==> src/rtl/replay_pkg.sv <==
// Shared types and helpers for the replay transmitter.
package replay_pkg;

  // Depth of the shipping configuration; ptr_t describes its pointers.
  localparam int unsigned N_DEF  = 8;
  localparam int unsigned AW_DEF = $clog2(N_DEF);

  // Widest pointer the window helper handles (depths up to 2^15).
  localparam int unsigned PTR_MAX_W = 16;

  typedef logic [PTR_MAX_W-1:0] ptr_wide_t;

  // Pointer split into wrap bit and buffer index.
  typedef struct packed {
    logic              o;
    logic [AW_DEF-1:0] p;
  } ptr_t;

  typedef enum logic {
    SEND   = 1'b0,
    REWIND = 1'b1
  } state_e;

  // True when q lies in [arch, spec) modulo 2^s_w, i.e. q names a word
  // that has been sent but not yet acknowledged.
  function automatic logic in_window(input ptr_wide_t   q,
                                     input ptr_wide_t   arch,
                                     input ptr_wide_t   spec,
                                     input int unsigned s_w);
    ptr_wide_t mask;
    ptr_wide_t dq;
    ptr_wide_t ds;
    mask = ptr_wide_t'((32'd1 << s_w) - 32'd1);
    dq   = (q - arch) & mask;
    ds   = (spec - arch) & mask;
    return dq < ds;
  endfunction

endpackage

==> src/rtl/replay_tx_buf.sv <==
// Retention buffer: one write port, one asynchronous read port, no reset.
module replay_tx_buf #(
  parameter int unsigned W = 32,
  parameter int unsigned N = 8
) (
  input  logic                 clk,
  input  logic                 wr_en,
  input  logic [$clog2(N)-1:0] wr_idx,
  input  logic [W-1:0]         wr_data,
  input  logic [$clog2(N)-1:0] rd_idx,
  output logic [W-1:0]         rd_data
);

  logic [W-1:0] mem_q [N];

  // Capture accepted upstream words; contents are only meaningful once written.
  always_ff @(posedge clk) begin
    if (wr_en) begin
      mem_q[wr_idx] <= wr_data;
    end
  end

  assign rd_data = mem_q[rd_idx];

endmodule

==> src/rtl/replay_tx.sv <==
// Go-back-N link transmitter: buffers upstream words until cumulatively
// acknowledged and rewinds on NACK or ACK timeout.
//
//   state  | meaning
//   SEND   | present unsent buffered words on the link, in sequence order
//   REWIND | single idle link cycle after a NACK or timeout rewound spec
module replay_tx
  import replay_pkg::*;
#(
  parameter int unsigned W   = 32,
  parameter int unsigned N   = 8,
  parameter int unsigned TMO = 64
) (
  input  logic               clk,
  input  logic               rst,
  input  logic [W-1:0]       in,
  input  logic               in_vld,
  output logic               in_accept,
  output logic [W-1:0]       tx_data_r,
  output logic [$clog2(N):0] tx_seq_r,
  output logic               tx_vld_r,
  input  logic               tx_stall,
  input  logic               ack_vld,
  input  logic [$clog2(N):0] ack_seq,
  input  logic               nack_vld,
  input  logic [$clog2(N):0] nack_seq,
  output logic               err_r
);

  localparam int unsigned AW = $clog2(N);
  localparam int unsigned S  = AW + 1;
  localparam int unsigned TW = (TMO > 1) ? $clog2(TMO) : 1;

  // The timer counts down the remaining quiet cycles; reloading it is the
  // same as clearing an up-counting "cycles since progress" count.
  localparam logic [TW-1:0] TMR_LOAD = TW'(TMO - 1);
  localparam logic [S-1:0]  FULL_XOR = {1'b1, {AW{1'b0}}};

  logic [S-1:0]  wr_q, wr_d;
  logic [S-1:0]  arch_q, arch_d;
  logic [S-1:0]  spec_q, spec_d;
  logic [TW-1:0] tmr_q, tmr_d;
  state_e        state_q, state_d;
  logic [W-1:0]  tx_data_q, tx_data_d;
  logic [S-1:0]  tx_seq_q, tx_seq_d;
  logic          tx_vld_q, tx_vld_d;
  logic          err_q, err_d;

  logic          full;
  logic          pending;
  logic          outstanding;
  logic          wr_fire;
  logic          ack_ok;
  logic          nack_ok;
  logic          tmo_fire;
  logic          rewind_ev;
  logic          send_fire;
  logic [S-1:0]  arch_ack;
  logic [W-1:0]  rd_data;

  replay_tx_buf #(
    .W (W),
    .N (N)
  ) u_buf (
    .clk     (clk),
    .wr_en   (wr_fire),
    .wr_idx  (wr_q[AW-1:0]),
    .wr_data (in),
    .rd_idx  (spec_q[AW-1:0]),
    .rd_data (rd_data)
  );

  // Decode link events; a same-cycle NACK is judged against the post-ACK arch.
  always_comb begin
    full        = (wr_q ^ arch_q) == FULL_XOR;
    pending     = spec_q != wr_q;
    outstanding = arch_q != spec_q;
    wr_fire     = in_vld & ~full;
    ack_ok      = ack_vld & in_window(ptr_wide_t'(ack_seq), ptr_wide_t'(arch_q),
                                      ptr_wide_t'(spec_q), S);
    arch_ack    = ack_ok ? S'(ack_seq + 1'b1) : arch_q;
    nack_ok     = nack_vld & in_window(ptr_wide_t'(nack_seq), ptr_wide_t'(arch_ack),
                                       ptr_wide_t'(spec_q), S);
    tmo_fire    = outstanding & ~ack_ok & ~nack_ok & (tmr_q == '0);
    rewind_ev   = nack_ok | tmo_fire;
  end

  // FSM next state: any rewind event lands in (or stays in) REWIND.
  always_comb begin
    state_d = state_q;
    case (state_q)
      SEND:    if (rewind_ev)  state_d = REWIND;
      REWIND:  if (!rewind_ev) state_d = SEND;
      default: state_d = SEND;
    endcase
  end

  // FSM outputs: link register load/hold/clear and the send strobe.
  always_comb begin
    tx_data_d = tx_data_q;
    tx_seq_d  = tx_seq_q;
    tx_vld_d  = tx_vld_q;
    send_fire = 1'b0;
    case (state_q)
      SEND: begin
        if (rewind_ev) begin
          // Drop whatever is on the link, stalled or not; spec is being rewritten.
          tx_vld_d = 1'b0;
        end else if (!(tx_vld_q && tx_stall)) begin
          if (pending) begin
            tx_data_d = rd_data;
            tx_seq_d  = spec_q;
            tx_vld_d  = 1'b1;
            send_fire = 1'b1;
          end else begin
            tx_vld_d = 1'b0;
          end
        end
      end
      REWIND: begin
        // Link is idle this cycle, so there is nothing for a stall to hold;
        // the first retransmission is loaded here to appear right after.
        if (rewind_ev) begin
          tx_vld_d = 1'b0;
        end else if (pending) begin
          tx_data_d = rd_data;
          tx_seq_d  = spec_q;
          tx_vld_d  = 1'b1;
          send_fire = 1'b1;
        end else begin
          tx_vld_d = 1'b0;
        end
      end
      default: tx_vld_d = 1'b0;
    endcase
  end

  // Pointer, timer and error bookkeeping.
  always_comb begin
    wr_d   = wr_fire ? S'(wr_q + 1'b1) : wr_q;
    arch_d = nack_ok ? nack_seq : arch_ack;

    if (nack_ok) begin
      spec_d = nack_seq;
    end else if (tmo_fire) begin
      spec_d = arch_q;
    end else if (send_fire) begin
      spec_d = S'(spec_q + 1'b1);
    end else begin
      spec_d = spec_q;
    end

    if (!outstanding || ack_ok || nack_ok || tmo_fire) begin
      tmr_d = TMR_LOAD;
    end else begin
      tmr_d = TW'(tmr_q - 1'b1);
    end

    err_d = err_q | (ack_vld & ~ack_ok) | (nack_vld & ~nack_ok);
  end

  // FSM state register.
  always_ff @(posedge clk or negedge rst) begin
    if (!rst) begin
      state_q <= SEND;
    end else begin
      state_q <= state_d;
    end
  end

  // Control registers that need a known reset value.
  always_ff @(posedge clk or negedge rst) begin
    if (!rst) begin
      wr_q     <= '0;
      arch_q   <= '0;
      spec_q   <= '0;
      tmr_q    <= TMR_LOAD;
      tx_vld_q <= 1'b0;
      err_q    <= 1'b0;
    end else begin
      wr_q     <= wr_d;
      arch_q   <= arch_d;
      spec_q   <= spec_d;
      tmr_q    <= tmr_d;
      tx_vld_q <= tx_vld_d;
      err_q    <= err_d;
    end
  end

  // Link payload registers; only meaningful while tx_vld_r is high.
  always_ff @(posedge clk) begin
    tx_data_q <= tx_data_d;
    tx_seq_q  <= tx_seq_d;
  end

  assign in_accept = ~full;
  assign tx_data_r = tx_data_q;
  assign tx_seq_r  = tx_seq_q;
  assign tx_vld_r  = tx_vld_q;
  assign err_r     = err_q;

endmodule
==> config.mk <==
export PLATFORM = sky130hd
export DESIGN_NAME = replay_tx
export DESIGN_NICKNAME = d
export VERILOG_FILES = /design/src/rtl/replay_pkg.sv /design/src/rtl/replay_tx_buf.sv /design/src/rtl/replay_tx.sv
export SDC_FILE = /design/constraint.sdc
export NUM_CORES = 1
export LEC_CHECK = 0
export CAP_MARGIN = 20
export CORE_AREA = 2 2 192 138
export CTS_CLUSTER_SIZE = 28
export DETAILED_ROUTE_END_ITERATION = 12
export DIE_AREA = 0 0 194 140
export PLACE_DENSITY = 0.78
export SKIP_CTS_REPAIR_TIMING = 1
export SYNTH_ARGS = -nofsm -noshare
export SYNTH_HDL_FRONTEND = slang
export SYNTH_SLANG_ARGS = --single-unit
==> constraint.sdc <==
create_clock -name clk -period 7.7 [get_ports clk]
set_input_delay 1.54 -clock clk [delete_from_list [all_inputs] [get_ports clk]]
set_output_delay 1.54 -clock clk [all_outputs]
set_load 0.02 [all_outputs]
Word level (Yosys, flattened, before mapping)
Memories as Yosys holds them, arrays and structs flattened.
Index checks and enable logic that the tools add are counted.
{"block": "classes", "order_cmp": 2, "addsub": 8, "n_mux": 27, "n_reduce_logical": 8, "mul": 0, "n_eq_ne": 7, "n_shift": 0, "bitwise": 16, "div_mod_pow": 0}
{"op": "32-bit 2-to-1 mux", "n": 4}
{"op": "32-bit case mux with 2 select lines", "n": 1}
{"op": "4-bit 2-to-1 mux", "n": 9}
{"op": "4-bit subtractor", "n": 4}
{"op": "4-bit by 1-bit adder with 4-bit output (second input constant)", "n": 3}
{"op": "1-bit 2-to-1 mux", "n": 9}
{"op": "1-bit AND", "n": 8}
{"op": "4-bit < comparator", "n": 2}
{"op": "4-bit != test", "n": 2}
{"op": "4-bit case mux with 2 select lines", "n": 1}
{"op": "6-bit zero test", "n": 1}
{"op": "6-bit 2-to-1 mux", "n": 1}
{"op": "2-bit != test (second input constant)", "n": 3}
{"op": "6-bit by 1-bit subtractor with 6-bit output (second input constant)", "n": 1}
{"op": "4-bit == test (second input constant)", "n": 1}
{"op": "1-bit NOT", "n": 4}
{"op": "1-bit case mux with 2 select lines", "n": 2}
{"op": "4-bit XOR", "n": 1}
{"op": "1-bit logical OR", "n": 3}
{"op": "3-bit != test (second input constant)", "n": 1}
{"op": "1-bit bitwise OR", "n": 3}
{"op": "3-bit AND reduction", "n": 1}
{"op": "3-bit nonzero test", "n": 1}
{"op": "1-bit logical AND", "n": 1}
{"op": "1-bit zero test", "n": 1}
{"block": "totals", "latchBits": 0, "elab_cells": 78, "out_inout_bits": 39, "register_bits": 57, "n_memories": 1, "in_bits": 46, "ramBits": 256, "romBits": 0}
{"memory": "u_buf.mem_q", "depth": 8, "width": 32, "read_ports": 1, "rd_ports_with_merged_regs": 0, "write_ports": 1, "line": "replay_tx_buf.sv:14", "rtl": "logic [W-1:0] mem_q [N];"}

Depth between registers and ports, before layout
Gate-level depths: netlist (run 1).
{"block": "logic_depth", "word_depth": 16, "ltp_mapped": 27, "ltp_nobuf": 23}

Modules after synthesis
Synthesis (run 1) repeated with hierarchy kept, for this count alone.
{"block": "unflattened", "hier_cells": 600, "hier_area_um2": 12723.5}
{"mod": "replay_tx_buf", "area_each_um2": 9825.7, "instances": 1, "seq_area_each_um2": 7687.4, "cells_each": 383}
{"mod": "replay_tx", "area_each_um2": 2897.8, "instances": 1, "seq_area_each_um2": 1614.0, "cells_each": 217}

Worst setup path before layout (run 1)
OpenSTA, ideal clock, no wires.
{"block": "synth_path", "path_type": "input-to-reg", "start": "input port ack_seq[0]", "end": "register tx_data_q[0], in the netlist tx_data_r[0] (enable)", "setup_time_ns": 0.398, "n_path_buf": 1, "t_required_ns": 7.302, "cell_stages": 19, "arrival_time_ns": 6.056, "setup_slack_ns": 1.246, "path_cell_list": "inv_1 -> ha_1 -> fa_1 -> xnor2_1 -> ha_1 -> o21ai_1 -> o21ai_4 -> mux2i_1 -> ha_1 -> a21o_1 -> a21oi_1 -> xor2_1 -> xnor2_1 -> ha_1 -> o21ai_0 -> o21bai_1 -> or2_0 -> clkbuf_1 -> and3_1"}
{"block": "synth_between", "elab_chain_len": 13, "word_cells_on_any_way": 18, "classes_between": "4 x add/sub; 2 x order compare; 2 x eq/ne; 1 x mux; 8 x bitwise; 1 x reduce/logical"}
{"item": "from (decl)", "line": "replay_tx.sv:24", "rtl": "input logic [$clog2(N):0] ack_seq,"}
{"item": "4-bit subtractor", "line": "replay_pkg.sv:34", "rtl": "dq = (q - arch) & mask;"}
{"item": "4-bit < comparator", "line": "replay_pkg.sv:36", "rtl": "return dq < ds;"}
{"item": "1-bit AND", "line": "replay_tx.sv:79", "rtl": "ack_ok = ack_vld & in_window(ptr_wide_t'(ack_seq), ptr_wide_t'(arch_q),"}
{"item": "4-bit 2-to-1 mux", "line": "replay_tx.sv:81", "rtl": "arch_ack = ack_ok ? S'(ack_seq + 1'b1) : arch_q;"}
{"item": "4-bit subtractor (on tied branches)", "line": "replay_pkg.sv:34, replay_pkg.sv:35"}
{"item": "4-bit < comparator", "line": "replay_pkg.sv:36"}
{"item": "1-bit AND", "line": "replay_tx.sv:82", "rtl": "nack_ok = nack_vld & in_window(ptr_wide_t'(nack_seq), ptr_wide_t'(arch_ack),"}
{"item": "1-bit NOT", "line": "replay_tx.sv:84", "rtl": "tmo_fire = outstanding & ~ack_ok & ~nack_ok & (tmr_q == '0);"}
{"item": "1-bit AND (2 in a row)", "line": "replay_tx.sv:84"}
{"item": "1-bit bitwise OR (*)", "line": "replay_tx.sv:85", "rtl": "rewind_ev = nack_ok | tmo_fire;"}
{"item": "2-bit != test (no line)"}
{"item": "3-bit AND reduction (no line) (*)"}
{"item": "to (signal assigned)", "line": "replay_tx.sv:192", "rtl": "tx_data_q <= tx_data_d;"}
{"item": "to (decl)", "line": "replay_tx.sv:44", "rtl": "logic [W-1:0] tx_data_q, tx_data_d;"}
Every way passes the cells marked *; elsewhere a longest branch is shown, timed or not.
A chain may end at the register's enable or synchronous reset.

Final worst setup path (run 1)
{"block": "layout_path", "start": "input port ack_seq[0]", "end": "register tx_data_q[10], in the netlist tx_data_r[10] (enable)"}
Same word-level chain as after synthesis.

==> results.md, run 1 <==
- Register-to-Register Setup Slack: 1.64 ns
- Slowest-stage cell, CP: and3_2
- Met3 routed WL: 1.26 mm
- Family with the most delay on the worst path: adder cells
- Hold depth: 1
- Avg Inst Size Synth: 20.8 um^2
- Largest net degree at the start of global routing: 72
- Total CTS buffers: 28
- Final GP Congestion: 0.806
- Post-synth EDFFs: 292
- Clock latency on the worst-skew pair: 0.54 ns
- Max layer used: met5
- Routed WL: 24.1 mm
- Avg Vias per Cell: 5.62
- DIE AREA: 27200 um^2
- VDD IR max: 456 uV
- Starting Density: 49.5%
- Status: finished, final reports clean
- Yosys reg bits: 313
- Reg2reg start: spec_q[0]
- Worst Hold Class: reg2reg
- Rel. slew slack: 30.5%
- WP buf/inv: 3
- Synth top area share: 70.1%
- Tot Pwr: 6.99 mW
- GR Util All Layers: 17.9%
- Fin Setup TNS: 0 ns
- Post-DP Area: 13800 um^2
- Final count of hold timing violations: 0
- Yosys warnings: 0
- Die height: 140 um
- Fin crit share: 87.0%
- Asr flop ratio synth: 6.71%
- Wire length on met2: 12.0 mm
- PwrDens: 476 nW/um^2
- Hold Crit Endpoint: tmr_q[0]
- CP startpoint kind: input port
- Drt wl/cell: 22.8 um
- Drc violations: 0
- Synth top area cells: edfxtp_1 70%, mux4_2 12%, mux2_2 3.1%, dfrtp_1 3.0%, ha_1 2.1%
- Critical-path maximum fanout: 23
- Worst r2r dst: tx_data_r[10]
- Fin nets: 775
- Detailed Route Iter0 Violations: 546
- WS Path Type: in2reg
- Post-layout util: 58.2%
- Worst-case reg-to-reg path depth: 20
- Antenna cells: 0
- Crit path DAT: 6.93 ns
- Main synth FF type: edfxtp_1
- Register area share after synthesis: 74.4%
- Core area: 25300 um^2
- Hold slack: 0.453 ns
- Clk sinks: 313
- Period minus WS final: 6.70 ns
- Root Buffer: clkbuf_16
- Measured slew at the worst slew-check pin: 1.04 ns
- Largest area contributor in the netlist: edfxtp_1
- Leak pwr: 4.86 nW
- Gate count of the mapped netlist: 601
- Hold_sp: tmr_q[0]
- Final slew viol count: 0
- H-tree depth: 1
- CTS Buffer Depth: 3
- RSZ-0062 raised after global routing: no
- Post-DP HPWL: 14.0 mm
- Finished Cell Area: 14700 um^2
- GR Overflow Total: 0
- # setup viols final: 0
- Most used cell, CP: ha_1
- Vias post-DR: 5939
- Vias in the first global route: 6305
- Syn nets: 672
- TritonCTS clock tree: built
- Num ports: 85
- I/O Buffers: 84
- Slowest stage delay, CP: 0.59 ns
- Req. time, crit path: 7.93 ns
- First-pass GRT wire length: 37.3 mm
- Reg clk slew, reported paths: 0.06 ns
- Mapped Area: 12500 um^2
- Post-route antenna net violation count: 0
- Die width: 194 um
- Crit end category: flip-flop
- Synth unique cells: 44
- Layout Skew: 0.00895 ns
- Initial antenna violation count: 1
- P&R area growth vs syn: 17.6%
- Maxcap violations: 0
- Wl on met1: 10.4 mm
- TritonRoute pass-1 iters: 5
- CP cell instances: clkdlybuf4s50_1 > inv_1 > ha_1 > fa_1 > xnor2_1 > ha_1 > o21ai_1 > o21ai_4 > mux2i_1 > ha_1 > a21o_1 > a21oi_1 > xor2_1 > xnor2_1 > ha_1 > o21ai_0 > o21bai_1 > or2_0 > and3_2 > buf_12
- Fmax: 149 MHz
- Cell row count: 49
- Share of cells above drive strength 1: 24.7%
==> metal layers <==
layer / vias up / global-route usage, %
met3: 39 / 3.18
met4: 2 / 3.19
met2: 177 / 30.0
met5: - / 0
li1: 2612 / -
met1: 3109 / 25.4
==> through the flow <==
step | setup slack [ns] | instances
3_5_place_dp | 0.461 | 1005
3_3_place_gp | 0.684 | 1005
2_1_floorplan | 1.25 | 601
4_1_cts | 1.00 | 1057
5_1_grt | 0.639 | 1057
6_report | 1.00 | 1057
==> report_power, final <==
group / internal, mW / switching (mW) / total, mW
clock network: 0.760 / 0.591 / 1.35
logic: 1.29 / 1.69 / 2.98
registers: 2.46 / 0.195 / 2.66
total: 4.52 / 2.48 / 6.99
==> cell families (layout without fill, tap and decap cells) <==
logic type	count (synthesis)	after routing	synth area share, %
flops	313	313	74.4
mux	103	103	15.1
simple gates	56	56	2.16
buf+inv	42	167	1.51
xor+xnor	33	33	2.31
compound gates	28	28	1.72
fa+ha+maj	26	26	2.83
==> cell usage in the layout, fill, tap and decap left out, drive strengths merged, types with 2 or more instances in the layout <==
master and n:
o21ai 10, clkbuf 37, clkdlybuf4s50 84, buf 14, a21oi 4, nand4 3, ha 21, dfrtp 15
dfstp 6, a21o 4, a221o 2, clkinv 9, nor3 5, nand3 4, inv 18, nand2 18
a211oi 2, nor2 14, xor2 10, mux4 64, nand2b 5, bufinv 2, mux2i 5, edfxtp 292
clkinvlp 3, fa 4, mux2 34, xnor2 23, o21bai 2
==> state kept, by name, summed over array words and instances, names as in the netlist <==
| name | flops |
|---|---|
| tmr_q | 6 |
| err_r | 1 |
| tx_seq_r | 4 |
| arch_q | 4 |
| spec_q | 4 |
| tx_data_r | 32 |
| u_buf.mem_q | 256 |
| state_q | 1 |
| wr_q | 4 |
| tx_vld_r | 1 |
==> worst max-delay path by stage <==
stage / startpoint / end / slack (ns) / depth (start not counted)
after floorplan: ack_seq[0] / tx_data_r[0] / 1.25 / 19
after global placement: ack_seq[0] / tx_data_r[25] / 0.68 / 20
after detailed placement: ack_seq[0] / tx_data_r[25] / 0.46 / 20
after CTS: ack_seq[0] / tx_data_r[11] / 1.00 / 20
after global routing: ack_seq[0] / tx_data_r[7] / 0.64 / 20
final: ack_seq[0] / tx_data_r[10] / 1.00 / 20
==> worst reg2reg max path: stages, from the launching register on <==
cell and delay (ns):
dfrtp_4 0.68, inv_1 0.25, ha_1 0.19, inv_1 0.06, fa_1 0.37, xnor2_1 0.18
ha_1 0.24, o21ai_1 0.14, o21ai_4 0.34, mux2i_1 0.55, ha_1 0.34, a21o_1 0.18
a21oi_1 0.17, xor2_1 0.19, xnor2_1 0.09, ha_1 0.28, o21ai_0 0.07, o21bai_1 0.21
or2_0 0.35, and3_2 0.59, buf_12 0.27
==> synth_stat cells (6+ instances only) <==
master,instances
nor2_1,14
mux2_2,34
inv_1,17
dfrtp_1,15
ha_1,21
buf_2,9
o21ai_0,8
xnor2_1,23
xor2_1,10
edfxtp_1,292
dfstp_2,6
mux4_2,64
clkbuf_1,10
nand2_1,18
==> area by class of cell <==
type / count / area (um^2)
Sequential cell: 313 / 9310
Timing Repair Buffer: 98 / 958
Inverter: 17 / 63.8
Tap cell: 331 / 414
Multi-Input combinational cell: 246 / 3070
Fill cell: 1828 / 10600
Clock inverter: 15 / 133
Clock buffer: 37 / 756
No activity file was read; power rests on OpenSTA's default activity.
==> run 2, diff against run 1 <==
clock period = 6.5 ns   (was 7.7 ns; I/O delays follow)
==> run 2 against run 1 <==
Compared with the run above:
- cell count increased by 0.28%
- worst hold slack better by 0.0077 ns
- first-iteration DRC count decreased by 30%
- via count grew 0.42%
- worst setup slack worse by 0.32 ns
- clock power up 20%
- largest cell class unchanged
==> results.md, run 2 (synthesized netlist as in run 1, its figures left out) <==
- Status: finished, final reports clean
- Final count of hold timing violations: 0 (unchanged)
- Slowest-stage cell, CP: clkdlybuf4s50_1
- Sequential power share: 37.2% (-0.8 points)
- Fin crit share: 89.6%
- Root Buffer: clkbuf_16
- Final GP Congestion: 0.790 (-2.0%)
- Final slew viol count: 0 (unchanged)
- CTS Buffer Depth: 3 (unchanged)
- Clock power frac: 19.2% (about the same)
- Req. time, crit path: 6.73 ns (-1.20 ns)
- Most flops, register: u_buf.mem_q
- Vias in the first global route: 6289 (-0.25%)
- Commonest non-fill, non-tap cells in the layout: 292 x edfxtp_1, 84 x clkdlybuf4s50_1, 64 x mux4_2
- Leak pwr: 4.89 nW (+0.68%)
- Fmax: 172 MHz
- Clock latency on the worst-skew pair: 0.53 ns (about the same)
- Switching share of power: 34.9% (-0.49 points)
- P&R area growth vs syn: 18.0%
- First-pass GRT wire length: 36.8 mm (-1.3%)
- Routed WL: 24.0 mm (-0.29%)
- CP cell instances: clkdlybuf4s50_1 > inv_1 > ha_1 > fa_1 > xnor2_1 > ha_1 > o21ai_1 > o21ai_4 > o21ai_0 > ha_1 > inv_1 > a21o_1 > maj3_2 > xnor2_1 > ha_1 > o21ai_0 > o21bai_1 > or2_0 > and3_2 > buf_12
- Num ports: 85 (unchanged)
- Hold_sp: tmr_q[0]
- GR Overflow Total: 0 (unchanged)
- Fin Setup TNS: 0 ns (unchanged)
- Crit path DAT: 6.05 ns (-0.88 ns)
- Die height: 140 um (unchanged)
- Post-DP Area: 13800 um^2 (+0.25%)
- Period minus WS final: 5.82 ns
- Drt wl/cell: 22.7 um (-0.58%)
- DIE AREA: 27200 um^2 (unchanged)
- Gate power share: 43.6% (+0.9 points)
- Critical-path maximum fanout: 23 (unchanged)
- RSZ-0062 raised after global routing: no
- Starting Density: 49.5% (unchanged)
- Power Internal: 5.49 mW (+22%)
- Finished Cell Area: 14800 um^2 (+0.37%)
- I/O Buffers: 84 (unchanged)
- TritonCTS clock tree: built
- # setup viols final: 0 (unchanged)
- Reg2reg start: spec_q[0]
- H-tree depth: 1 (unchanged)
- Die width: 194 um (unchanged)
- Post-route antenna net violation count: 0 (unchanged)
- Measured slew at the worst slew-check pin: 1.04 ns (-0.00676 ns)
- GR Util All Layers: 17.8% (-0.18 points)
- Avg Vias per Cell: 5.63 (+0.14%)
- Sequential cell area: 9310 um^2 (unchanged)
- Crit end category: flip-flop
- CP startpoint kind: input port
- WS Path Type: in2reg
- PwrDens: 572 nW/um^2 (+20%)
- Fillers: 1809 (-1.0%)
- Share of cells above drive strength 1: 25.1% (+0.48 points)
- Reg clk slew, reported paths: 0.06 ns (about the same)
- TritonRoute pass-1 iters: 4 (-1)
- Most common cell after layout, fill and taps aside: edfxtp_1
- Vias post-DR: 5964 (+0.42%)
- VDD IR max: 428 uV (-6.2%)
- Detailed Route Iter0 Violations: 384 (-30%)
- Slowest stage delay, CP: 0.52 ns (-0.07 ns)
- Area taken by multi-input logic gates: 3070 um^2 (unchanged)
- Post-DP HPWL: 14.1 mm (+1.0%)
- Worst Hold Class: reg2reg
- Fin nets: 778 (+0.39%)
- Max reg flops: 256 (unchanged)
- Cell row count: 49 (unchanged)
- Largest net degree at the start of global routing: 71 (-1.4%)
- Initial antenna violation count: 1 (unchanged)
- Layout Skew: 0.0111 ns (+0.00211 ns)
- Psw: 2.95 mW (+19%)
- Core area: 25300 um^2 (unchanged)
- Drc violations: 0 (unchanged)
- Rel. slew slack: 30.9% (+0.45 points)
- Total CTS buffers: 28 (unchanged)
- Most used cell, CP: ha_1
- Clk sinks: 313 (unchanged)
- Critical path origin: ack_seq[0]
- Maxcap violations: 0 (unchanged)
run 2: changes by cell type in the layout (fill, tap and decap cells not counted), sizes merged:
cell | before | now
buf | 14 | 17
clkbuf | 37 | 34
clkinv | 9 | 11
bufinv | 2 | 3
clkinvlp | 3 | 2
diode | 0 | 1
run 2: metal layers:
layer	routed length [um]	track usage [%]
met4	353	3.23
met1	10300	24.8
met5	13	0
met3	1510	3.27
met2	11900	30.0
run 2: worst max-delay path: cells and delay by family:
family,cells,cell delay (ns)
compound gates,6,1.36
simple gates,2,0.45
buf+inv,4,0.85
xor+xnor,2,0.28
fa+ha+maj,6,1.77
run 2: worst paths after layout:
path,end,slack (ns),cells after the start
max reg2reg,tx_data_r[6],1.07,20
max in group asynchronous,spec_q[1],4.53,1
min,tmr_q[0],0.46,1
max,tx_data_r[6],0.68,20
min reg2reg,tmr_q[0],0.46,1
min in group asynchronous,err_r,1.29,1
run 2: stage by stage:
step | instances | total power [mW] | util [%] | setup WS, ns | hold WS (ns)
after CTS | 1059 | 8.52 | 58.4 | 0.690 | 0.458
after floorplan | 601 | 5.59 | - | 0.286 | 0.420
final | 1060 | 8.44 | 58.4 | 0.677 | 0.460
after detailed placement | 1008 | 6.89 | 54.8 | 0.139 | 0.443
after global placement | 1008 | 6.72 | 54.8 | 0.387 | 0.435
after global routing | 1059 | 8.91 | 58.4 | 0.371 | 0.484
run 2: power groups by stage:
stage | registers (mW) | clock network (mW) | logic (mW)
after CTS | 3.15 | 1.65 | 3.72
after floorplan | 3.24 | 0 | 2.34
after detailed placement | 3.19 | 0 | 3.70
after global routing | 3.18 | 1.73 | 3.99
after global placement | 3.17 | 0 | 3.55
final | 3.14 | 1.62 | 3.68
run 2: cell type report:
class	instances	area share (%)
antenna	1	0.0170
multi-input combinational	246	20.8
timing repair buffer	101	6.73
inverter	17	0.432
clock buffer	34	5.04
tap	331	2.81
sequential	313	63.1
clock inverter	17	1.09
==> run 3, diff against run 2 <==
CTS_CLUSTER_SIZE = unset   (was 28)
PLACE_DENSITY = unset   (was 0.78)
PLACE_DENSITY_LB_ADDON = 0.1   (was unset)
clock period = 6.3 ns   (was 6.5 ns; I/O delays follow)
==> run 3 against run 2 <==
Compared with the run above:
- register-to-register slack improved by 0.28 ns
- utilization rose by 0.45 points
- die area did not move
- sequential share of layout area fell by 0.48 points
- combinational power rose by 5.7%
- sequential power rose by 2%
- largest cell class unchanged
- first-iteration DRC count rose by 20%
- clock skew fell by 0.0011 ns
- total power rose by 4.7%
- critical path type unchanged
- sequential cell count did not move
==> results.md, run 3 (synthesized netlist as in run 1, its figures left out) <==
- Final slew viol count: 0 (unchanged)
- Most used cell, CP: ha_1
- CP startpoint kind: input port
- # setup viols final: 0 (unchanged)
- Dpl ws: 0.145 ns (+0.00666 ns)
- Gate power share: 44.0% (+0.4 points)
- I/O Buffers: 84 (unchanged)
- Crit path DAT: 5.85 ns (-0.20 ns)
- RSZ-0062 raised after global routing: no
- Drc violations: 0 (unchanged)
- Psw: 3.06 mW (+3.8%)
- DIE AREA: 27200 um^2 (unchanged)
- Max reg flops: 256 (unchanged)
- Leak pwr: 4.95 nW (+1.1%)
- GR Overflow Total: 0 (unchanged)
- Clock power frac: 19.9% (+0.7 points)
- Final count of hold timing violations: 0 (unchanged)
- Rel. slew slack: 29.4% (-1.6 points)
- Slowest stage delay, CP: 0.53 ns (about the same)
- Vias in the first global route: 6308 (+0.30%)
- Final GP Congestion: 0.808 (+2.3%)
- Largest net degree at the start of global routing: 71 (unchanged)
- Most flops, register: u_buf.mem_q
- Slowest-stage cell, CP: clkdlybuf4s50_1
- Post-DP HPWL: 14.3 mm (+1.4%)
- Routed WL: 24.4 mm (+1.4%)
- Starting Density: 49.5% (unchanged)
- Clk sinks: 313 (unchanged)
- WS Path Type: in2reg
- Die width: 194 um (unchanged)
- Drt wl/cell: 22.8 um (+0.75%)
- GR Util All Layers: 18.2% (+0.47 points)
- Commonest non-fill, non-tap cells in the layout: 292 x edfxtp_1, 84 x clkdlybuf4s50_1, 64 x mux4_2
- Most common cell after layout, fill and taps aside: edfxtp_1
- PwrDens: 595 nW/um^2 (+3.9%)
- Fin Setup TNS: 0 ns (unchanged)
- Sequential power share: 36.1% (-1.1 points)
- Initial antenna violation count: 0 (-1)
- TritonCTS clock tree: built
- Cell row count: 49 (unchanged)
- Reg clk slew, reported paths: 0.06 ns (about the same)
- Period minus WS final: 5.61 ns
- Clock latency on the worst-skew pair: 0.54 ns (about the same)
- Family with the most delay on the worst path: adder cells
- Vias post-DR: 5889 (-1.3%)
- Crit end category: flip-flop
- Critical-path maximum fanout: 12 (-48%)
- Fin nets: 785 (+0.90%)
- Fin crit share: 89.1%
- Core area: 25300 um^2 (unchanged)
- Root Buffer: clkbuf_16
- Num ports: 85 (unchanged)
- CP cell instances: clkdlybuf4s50_1 > inv_1 > ha_1 > fa_1 > inv_1 > ha_1 > a211oi_4 > o21ai_4 > o21ai_0 > ha_1 > inv_1 > a21o_1 > maj3_2 > xnor2_1 > ha_1 > o21ai_0 > o21bai_1 > or2_0 > and3_2 > buf_4
- Sequential cell area: 9310 um^2 (unchanged)
- Fmax: 178 MHz
- Worst setup margin: 0.689 ns (+0.0116 ns)
- Total CTS buffers: 30 (+7.1%)
- Layout Skew: 0.00995 ns (-0.00112 ns)
- Post-route antenna net violation count: 0 (unchanged)
- WP buf/inv: 5 (+1)
- Register-to-Register Setup Slack: 1.35 ns (+0.28 ns)
- Fillers: 1842 (+1.8%)
- CTS Buffer Depth: 3 (unchanged)
- Status: finished, final reports clean
- Req. time, crit path: 6.53 ns (-0.20 ns)
- First-pass GRT wire length: 37.4 mm (+1.7%)
- Worst Hold Class: reg2reg
- H-tree depth: 1 (unchanged)
- Share of cells above drive strength 1: 25.7% (+0.54 points)
- Power Internal: 5.78 mW (+5.3%)
- Switching share of power: 34.6% (-0.33 points)
- P&R area growth vs syn: 19.0%
- Maxcap violations: 0 (unchanged)
- VDD IR max: 519 uV (+21%)
- Area taken by multi-input logic gates: 3070 um^2 (unchanged)
- Die height: 140 um (unchanged)
- Antenna cells: 0 (-1)
- Detailed Route Iter0 Violations: 461 (+20%)
- TritonRoute pass-1 iters: 5 (+1)
- Avg Vias per Cell: 5.52 (-1.9%)
- Measured slew at the worst slew-check pin: 1.06 ns (+0.0233 ns)
## run 3: changes by cell type in the layout (fill, tap and decap cells not counted), sizes merged
| cell | before | now |
|---|---|---|
| diode | 1 | 0 |
| buf | 17 | 22 |
| clkinv | 11 | 14 |
| bufinv | 3 | 4 |
| inv | 18 | 17 |
## run 3: layout make-up
type | instances | share of cell area [%]
Tap cell | 331 | 2.79
Clock inverter | 20 | 1.42
Sequential cell | 313 | 62.6
Multi-Input combinational cell | 246 | 20.6
Clock buffer | 34 | 5.15
Timing Repair Buffer | 106 | 6.98
Inverter | 17 | 0.429
## run 3: final timing paths
check                      startpoint             to  cells after the start
setup / recovery           ack_seq[0]  tx_data_r[14]                     20
hold / removal               tmr_q[0]       tmr_q[0]                      1
setup reg to reg            arch_q[1]       tmr_q[2]                     21
hold reg to reg              tmr_q[0]       tmr_q[0]                      1
max in group asynchronous         rst       tmr_q[5]                      2
min in group asynchronous         rst          err_r                      1
## run 3: metrics by stage
| step | hold slack (ns) | util, % | instances | power, mW | area, um^2 |
|---|---|---|---|---|---|
| 3_5_place_dp | 0.453 | 54.9 | 1012 | 7.15 | 13900 |
| 6_report | 0.468 | 58.9 | 1067 | 8.84 | 14900 |
| 5_1_grt | 0.474 | 58.9 | 1067 | 9.35 | 14900 |
| 2_1_floorplan | 0.420 | - | 601 | 5.76 | 12500 |
| 4_1_cts | 0.465 | 58.8 | 1066 | 8.95 | 14800 |
| 3_3_place_gp | 0.435 | 54.9 | 1012 | 7.04 | 13900 |
## run 3: worst register-to-register path, delay by kind of cell, from the launching register on
kind / cells / cell delay, ns
fa+ha+maj: 5 / 1.49
compound gates: 7 / 1.38
simple gates: 3 / 0.60
flops: 1 / 0.50
buf+inv: 3 / 0.48
xor+xnor: 3 / 0.43
## run 3: power by group through the flow
| stage | registers (mW) | clock network, mW | logic, mW |
|---|---|---|---|
| global route | 3.23 | 1.88 | 4.24 |
| detailed placement | 3.24 | 0 | 3.92 |
| finish | 3.19 | 1.76 | 3.89 |
| floorplan | 3.34 | 0 | 2.42 |
| CTS | 3.20 | 1.81 | 3.93 |
| global placement | 3.22 | 0 | 3.82 |
## run 3: layer usage
layer	track usage, %	wire length (um)
met1	26.5	11000
met2	29.7	11700
met3	2.96	1330
met4	3.91	346
met5	0	0
